### config.mk
export PLATFORM = sky130hd
export DESIGN_NAME = scr_brk_bod_checker_n
export DESIGN_NICKNAME = d
export VERILOG_FILES = /design/src/rtl/scr_brk_bod_checker_n.sv
export SDC_FILE = /design/constraint.sdc
export NUM_CORES = 1
export LEC_CHECK = 0
export CAP_MARGIN = 0
export CORE_ASPECT_RATIO = 0.5
export CORE_UTILIZATION = 28
export DETAILED_ROUTE_END_ITERATION = 10
export SETUP_SLACK_MARGIN = 0.2
export SYNTH_ARGS = -nofsm -noshare
export SYNTH_HDL_FRONTEND = slang
export SYNTH_SLANG_ARGS = --single-unit
### constraint.sdc
create_clock -name i_clk_50m -period 2.3 [get_ports i_clk_50m]
set_clock_uncertainty 0.1 [all_clocks]
set_input_delay 0.23 -clock i_clk_50m [delete_from_list [all_inputs] [get_ports i_clk_50m]]
set_output_delay 0.23 -clock i_clk_50m [all_outputs]
set_load 0.005 [all_outputs]
### src/rtl/scr_brk_bod_checker_n.sv
// N-channel SCR breakdown / BOD checker with debounced shared feedback.
// Each trigger channel runs a timed window; results cross-map to partner i^1.
module scr_brk_bod_checker_n #(
  parameter int CH       = 2,
  parameter int CNT_W    = 20,
  parameter int T_BOD    = 25000,
  parameter int T_GAP    = 42400,
  parameter int T_BRK    = 900000,
  parameter int FILT_LEN = 8,
  parameter int STICKY   = 0,
  parameter int FCNT_W   = 8
) (
  input  logic                 i_clk_50m,
  input  logic                 i_rst_n,
  input  logic                 i_signal,
  input  logic [CH-1:0]        i_trig,
  input  logic                 i_signal_forbid,
  input  logic                 i_clr_sticky,
  output logic [CH-1:0]        o_brk,
  output logic [CH-1:0]        o_bod,
  output logic [CH-1:0]        o_valid,
  output logic [CH*FCNT_W-1:0] o_fault_cnt
);

  localparam int FL_W = $clog2(FILT_LEN + 1);
  localparam logic [FL_W-1:0] FL_LAST = FL_W'(FILT_LEN - 1);
  localparam logic [CNT_W-1:0] C_BOD = CNT_W'(T_BOD);
  localparam logic [CNT_W-1:0] C_GAP = CNT_W'(T_GAP);
  localparam logic [CNT_W-1:0] C_BRK = CNT_W'(T_BRK);
  localparam logic [CNT_W-1:0] C_LAT = CNT_W'(T_BRK + 2);
  localparam logic [CNT_W-1:0] C_END = CNT_W'(T_BRK + 5);
  localparam logic [FCNT_W-1:0] FC_MAX = '1;
  localparam logic STK = (STICKY != 0);

  typedef enum logic [2:0] {
    S_IDLE,
    S_BOD,
    S_GAP,
    S_BRK,
    S_TAIL
  } state_t;

  logic            r_sig_s1;
  logic            r_sig_s2;
  logic            r_fsig;
  logic            r_fsig_d;
  logic [FL_W-1:0] r_flt_cnt;
  logic            w_frise;

  logic [CH-1:0] r_trig_s1;
  logic [CH-1:0] r_trig_s2;
  logic [CH-1:0] r_trig_d;
  logic [CH-1:0] w_trig_rise;

  state_t           r_state     [CH];
  state_t           w_state_nxt [CH];
  logic [CNT_W-1:0] r_cnt       [CH];
  logic [CNT_W-1:0] w_cnt_nxt   [CH];
  logic [CH-1:0]    r_bod_hit;
  logic [CH-1:0]    r_brk_seen;
  logic [CH-1:0]    w_bod_hit_nxt;
  logic [CH-1:0]    w_brk_seen_nxt;
  logic [CH-1:0]    w_latch;

  logic [CH-1:0]     r_bod;
  logic [CH-1:0]     r_brk;
  logic [CH-1:0]     r_valid;
  logic [CH-1:0]     w_bod_nxt;
  logic [CH-1:0]     w_brk_nxt;
  logic              w_or_old;
  logic [FCNT_W-1:0] r_fcnt [CH];

  // feedback: 2-FF sync, then FILT_LEN-cycle stability filter
  always_ff @(posedge i_clk_50m or negedge i_rst_n) begin
    if (!i_rst_n) begin
      r_sig_s1  <= 1'b0;
      r_sig_s2  <= 1'b0;
      r_fsig    <= 1'b0;
      r_fsig_d  <= 1'b0;
      r_flt_cnt <= '0;
    end else begin
      r_sig_s1 <= i_signal;
      r_sig_s2 <= r_sig_s1;
      r_fsig_d <= r_fsig;
      if (r_sig_s2 != r_fsig) begin
        if (r_flt_cnt == FL_LAST) begin
          r_fsig    <= r_sig_s2;
          r_flt_cnt <= '0;
        end else begin
          r_flt_cnt <= r_flt_cnt + 1'b1;
        end
      end else begin
        r_flt_cnt <= '0;
      end
    end
  end

  assign w_frise = r_fsig & ~r_fsig_d;

  always_ff @(posedge i_clk_50m or negedge i_rst_n) begin
    if (!i_rst_n) begin
      r_trig_s1 <= '0;
      r_trig_s2 <= '0;
      r_trig_d  <= '0;
    end else begin
      r_trig_s1 <= i_trig;
      r_trig_s2 <= r_trig_s1;
      r_trig_d  <= r_trig_s2;
    end
  end

  assign w_trig_rise = r_trig_s2 & ~r_trig_d;

  always_comb begin
    for (int i = 0; i < CH; i++) begin
      w_state_nxt[i]    = r_state[i];
      w_cnt_nxt[i]      = r_cnt[i];
      w_bod_hit_nxt[i]  = r_bod_hit[i];
      w_brk_seen_nxt[i] = r_brk_seen[i];
      w_latch[i]        = 1'b0;
      if (r_state[i] != S_IDLE) begin
        w_cnt_nxt[i] = r_cnt[i] + 1'b1;
      end
      case (r_state[i])
        S_IDLE: begin
          if (w_trig_rise[i]) begin
            w_state_nxt[i]    = S_BOD;
            w_cnt_nxt[i]      = CNT_W'(1);
            w_bod_hit_nxt[i]  = 1'b0;
            w_brk_seen_nxt[i] = 1'b0;
          end
        end
        S_BOD: begin
          if (w_frise) w_bod_hit_nxt[i] = 1'b1;
          if (r_cnt[i] == C_BOD) w_state_nxt[i] = S_GAP;
        end
        S_GAP: begin
          if (r_cnt[i] == C_GAP) w_state_nxt[i] = S_BRK;
        end
        S_BRK: begin
          if (w_frise) w_brk_seen_nxt[i] = 1'b1;
          if (r_cnt[i] == C_BRK) w_state_nxt[i] = S_TAIL;
        end
        S_TAIL: begin
          if (r_cnt[i] == C_LAT) w_latch[i] = 1'b1;
          if (r_cnt[i] == C_END) begin
            w_state_nxt[i] = S_IDLE;
            w_cnt_nxt[i]   = '0;
          end
        end
        default: begin
          w_state_nxt[i] = S_IDLE;
          w_cnt_nxt[i]   = '0;
        end
      endcase
      if (i_signal_forbid) begin
        w_state_nxt[i]    = S_IDLE;
        w_cnt_nxt[i]      = '0;
        w_bod_hit_nxt[i]  = 1'b0;
        w_brk_seen_nxt[i] = 1'b0;
        w_latch[i]        = 1'b0;
      end
    end
  end

  always_ff @(posedge i_clk_50m or negedge i_rst_n) begin
    if (!i_rst_n) begin
      for (int i = 0; i < CH; i++) begin
        r_state[i] <= S_IDLE;
        r_cnt[i]   <= '0;
      end
      r_bod_hit  <= '0;
      r_brk_seen <= '0;
    end else begin
      for (int i = 0; i < CH; i++) begin
        r_state[i] <= w_state_nxt[i];
        r_cnt[i]   <= w_cnt_nxt[i];
      end
      r_bod_hit  <= w_bod_hit_nxt;
      r_brk_seen <= w_brk_seen_nxt;
    end
  end

  // a clear in the latch cycle wins over the old value, not over the new one
  assign w_or_old = STK & ~i_clr_sticky;

  always_comb begin
    w_bod_nxt = r_bod;
    w_brk_nxt = r_brk;
    if (STK && i_clr_sticky) begin
      w_bod_nxt = '0;
      w_brk_nxt = '0;
    end
    for (int i = 0; i < CH; i++) begin
      if (w_latch[i]) begin
        w_bod_nxt[i]     = r_bod_hit[i] | (w_or_old & r_bod[i]);
        w_brk_nxt[i ^ 1] = ~r_brk_seen[i] | (w_or_old & r_brk[i ^ 1]);
      end
    end
    if (i_signal_forbid) begin
      w_bod_nxt = '1;
      w_brk_nxt = '1;
    end
  end

  always_ff @(posedge i_clk_50m or negedge i_rst_n) begin
    if (!i_rst_n) begin
      r_bod   <= '1;
      r_brk   <= '1;
      r_valid <= '0;
      for (int i = 0; i < CH; i++) begin
        r_fcnt[i] <= '0;
      end
    end else begin
      r_bod   <= w_bod_nxt;
      r_brk   <= w_brk_nxt;
      r_valid <= w_latch;
      for (int i = 0; i < CH; i++) begin
        if (w_latch[i] && (r_bod_hit[i] || !r_brk_seen[i])
            && r_fcnt[i] != FC_MAX) begin
          r_fcnt[i] <= r_fcnt[i] + 1'b1;
        end
      end
    end
  end

  assign o_bod   = r_bod;
  assign o_brk   = r_brk;
  assign o_valid = r_valid & {CH{~i_signal_forbid}};

  for (genvar g = 0; g < CH; g++) begin : g_fc
    assign o_fault_cnt[g*FCNT_W +: FCNT_W] = r_fcnt[g];
  end

endmodule
==> run_results.csv <==
group,metric,value,unit
grt,use_met3,0.0298,
grt,antenna_found_initial,0,
synth,syn_avg_cell_area,9.02,sq um
layout,diodes,0,
detailed_routing,via_per_inst,5.20,
timing,holdWs,0.227,ns
place,portBuffers,27,
worst_setup_path,critPathKind,"flip-flop to flip-flop",
floorplan,die_h,93.7,microns
detailed_routing,antenna_left,0,
detailed_routing,dr_total_vias,4349,
synth,synth_edf_count,0,
clock_tree,cts_made_buffers,9,
worst_setup_path,r2r_end,"o_fault_cnt[9]",
synth,yosys.cell_types.count,60,
detailed_routing,initialDrtViolationCount,325,
pwr,p_per_area,599,mW/mm^2
layout,stdcell_count,836,
hold_path,hold_end,"r_sig_s1",
grt,grt_util_all_layers,0.149,
layout,stdcell_area,0.00636,sq mm
floorplan,std_cell_rows,33,
timing,setup_tns,-0.856,ns
timing,hold_viol_final,0,
pwr,vdd_drop_max,377,uV
clock_tree,htree_levels,3,
hold_path,min_from,"i_signal",
grt,use_met1,0.194,
floorplan,die_w,185,microns
clock_tree,clk_pin_slew_worst_paths,0.06,ns
worst_setup_path,worstReg2RegStart,"r_cnt[17]",
floorplan,initial_utilization,0.287,
layout,final_common_cell,"dfrtp_1",
worst_setup_path,endpoint_kind,"flip-flop",
timing,rsz0062_at_grt,"true",
worst_setup_path,worst-r2r-cell-count,5,
place,dpl.cell_count,807,
grt,grt_pass1_wl,20500,microns
layout,fin_util,0.388,
detailed_routing,drcViolationCount,0,
clock_tree,cts_sinks,86,
layout,drive_gt1_frac,0.259,
timing,fin_crit_sh,1.04,
synth,synth-main-ff-cell,"dfrtp_1",
clock_tree,cts_tree,"done",
timing,setup_ws,-0.0929,ns
place,gp_congestion,0.846,
detailed_routing,first_pass_iters,5,
place,place_ws,-0.211,ns
timing,worst_pin_slew,0.708,ns
detailed_routing,wl_per_cell,14.9,microns
run_status,status,"finished, violations left",
timing,setup_violations,17,
grt,busiest_layer,"met2",
hold_path,hold_depth,1,
job,maxCapViolations,0,
worst_setup_path,critPathRequiredTime,2.43,ns
detailed_routing,drt_wl_total,12500,microns
grt,gr-total-overflow,0,
clock_tree,clkLatencyLatePin,0.35,ns
timing,fin_crit,2.39,ns
synth,synth_fp_nets,540,
run_status,violations,"negative setup slack",
layout,areaGrowthSynthToFinish,35.1,%
worst_setup_path,r2r_setup_slack,-0.09,ns
pwr,power,3.81,mW
timing,finalMaxSlewViolations,0,
floorplan,core_area,0.0164,sq mm
synth,yosys_warnings,0,
grt,grt_pass1_vias,4140,
layout,final_cell_mix,"81 x dfrtp_1, 63 x buf_4, 50 x nand2_1",
grt,use_met2,0.243,
clock_tree,clockBufferDepth,2,
place,hpwlAfterDp,8430,microns
layout,nets,622,
worst_setup_path,crit_arrival,2.53,ns
timing,fmax,0.418,GHz
worst_setup_path,crit_path_max_fanout,4,
pwr,leakage,2.56,nW
timing,max_slew_margin,0.525,
synth,syn_area,0.00471,sq mm
worst_setup_path,cp-start-kind,"flip-flop",
hold_path,hold_class,"input port to flip-flop",
place,placed_cell_area,0.00565,sq mm
synth,ys_ff_latch,86,
clock_tree,cts_root_buffer,"clkbuf_16",
grt,grt_start_max_net_pins,38,
synth,ys_seq_area_frac,0.458,
synth,async_flop_share,1.00,
synth,synthesis.instances,522,
floorplan,pin_count,29,
floorplan,die-area,0.0174,sq mm
[final cells by class]
class                           instances  area (sq um)
Clock buffer                           11           243
Clock inverter                          5          81.3
Fill cell                            1601         10000
Inverter                               21          78.8
Multi-Input combinational cell        391          2700
Sequential cell                        86          2160
Tap cell                              227           284
Timing Repair Buffer                   95           817
[synthesized netlist by cell type (7+ instances only)]
master	count	share of area
and3_1	8	0.011
clkbuf_1	20	0.016
inv_1	21	0.017
or3_1	9	0.012
nor2_1	36	0.029
nand4_1	18	0.024
a21oi_1	36	0.038
nand2_1	51	0.041
nor3_1	30	0.032
o21ai_0	21	0.022
nor4_1	8	0.011
ha_1	11	0.029
nand3_1	33	0.035
dfrtp_1	82	0.44
xor2_1	14	0.026
a31oi_1	20	0.027
a41oi_1	8	0.015
nand2b_1	7	0.0093
[metal layers]
metal / up-vias / wire (microns)
met3: 16 / 393
met5: - / 0
met4: 0 / 195
li1: 2089 / -
met1: 2155 / 5930
met2: 89 / 5960
[power breakdown]
part / internal, mW / leakage [nW] / switching [mW] / total [mW]
logic: 0.228 / 1.26 / 0.329 / 0.558
registers: 1.59 / 1.14 / 0.0680 / 1.65
clock network: 0.984 / 0.156 / 0.617 / 1.60
total: 2.80 / 2.56 / 1.01 / 3.81
[logic make-up (layout without fill, tap and decap cells)]
family / count (synthesis) / after routing / share of synthesized area
compound gates: 114 / 115 / 0.154
simple gates: 241 / 241 / 0.272
xor+xnor: 18 / 18 / 0.0335
buf+inv: 46 / 132 / 0.0390
flops: 86 / 86 / 0.458
fa+ha+maj: 11 / 11 / 0.0292
mux: 6 / 6 / 0.0146
[flip-flops by register name, summed over array words and instances (netlist names)]
| signal | cells |
|---|---|
| r_fsig | 1 |
| o_bod | 2 |
| r_sig_s1 | 1 |
| r_trig_d | 2 |
| r_fsig_d | 1 |
| r_cnt | 40 |
| r_trig_s1 | 2 |
| r_brk_seen | 2 |
| r_state | 6 |
| r_flt_cnt | 4 |
| r_trig_s2 | 2 |
| o_fault_cnt | 16 |
| r_valid | 2 |
| o_brk | 2 |
| r_bod_hit | 2 |
| r_sig_s2 | 1 |
[what timing repair did]
action | 4_1_cts | 5_1_grt
buffers inserted | 6 | 5
gates cloned | 0 | 1
resized for setup | 39 | 28
hold endpoints to repair | 24 | 0
hold buffers | 1 | 0
endpoints found under the setup margin | 31 | 48
pin swaps | 24 | 16
[worst max-delay path, cell delays in order, from the launching register on]
cell and delay (ns):
dfrtp_1 0.38, or4b_4 0.55, or2_4 0.26, or4_4 0.45, or2_4 0.26, mux2_4 0.29
[worst max path at each step]
stage,start,to,slack (ns),cells past startpoint
2_1_floorplan,r_cnt[4],o_fault_cnt[9],-0.26,7
6_report,r_cnt[17],o_fault_cnt[9],-0.09,5
3_5_place_dp,r_cnt[17],o_fault_cnt[11],-0.21,5
3_3_place_gp,r_cnt[17],o_fault_cnt[9],-0.19,5
4_1_cts,r_cnt[17],o_fault_cnt[9],-0.07,5
5_1_grt,r_cnt[17],o_fault_cnt[9],-0.14,5
(Power assumes the default switching activity.)
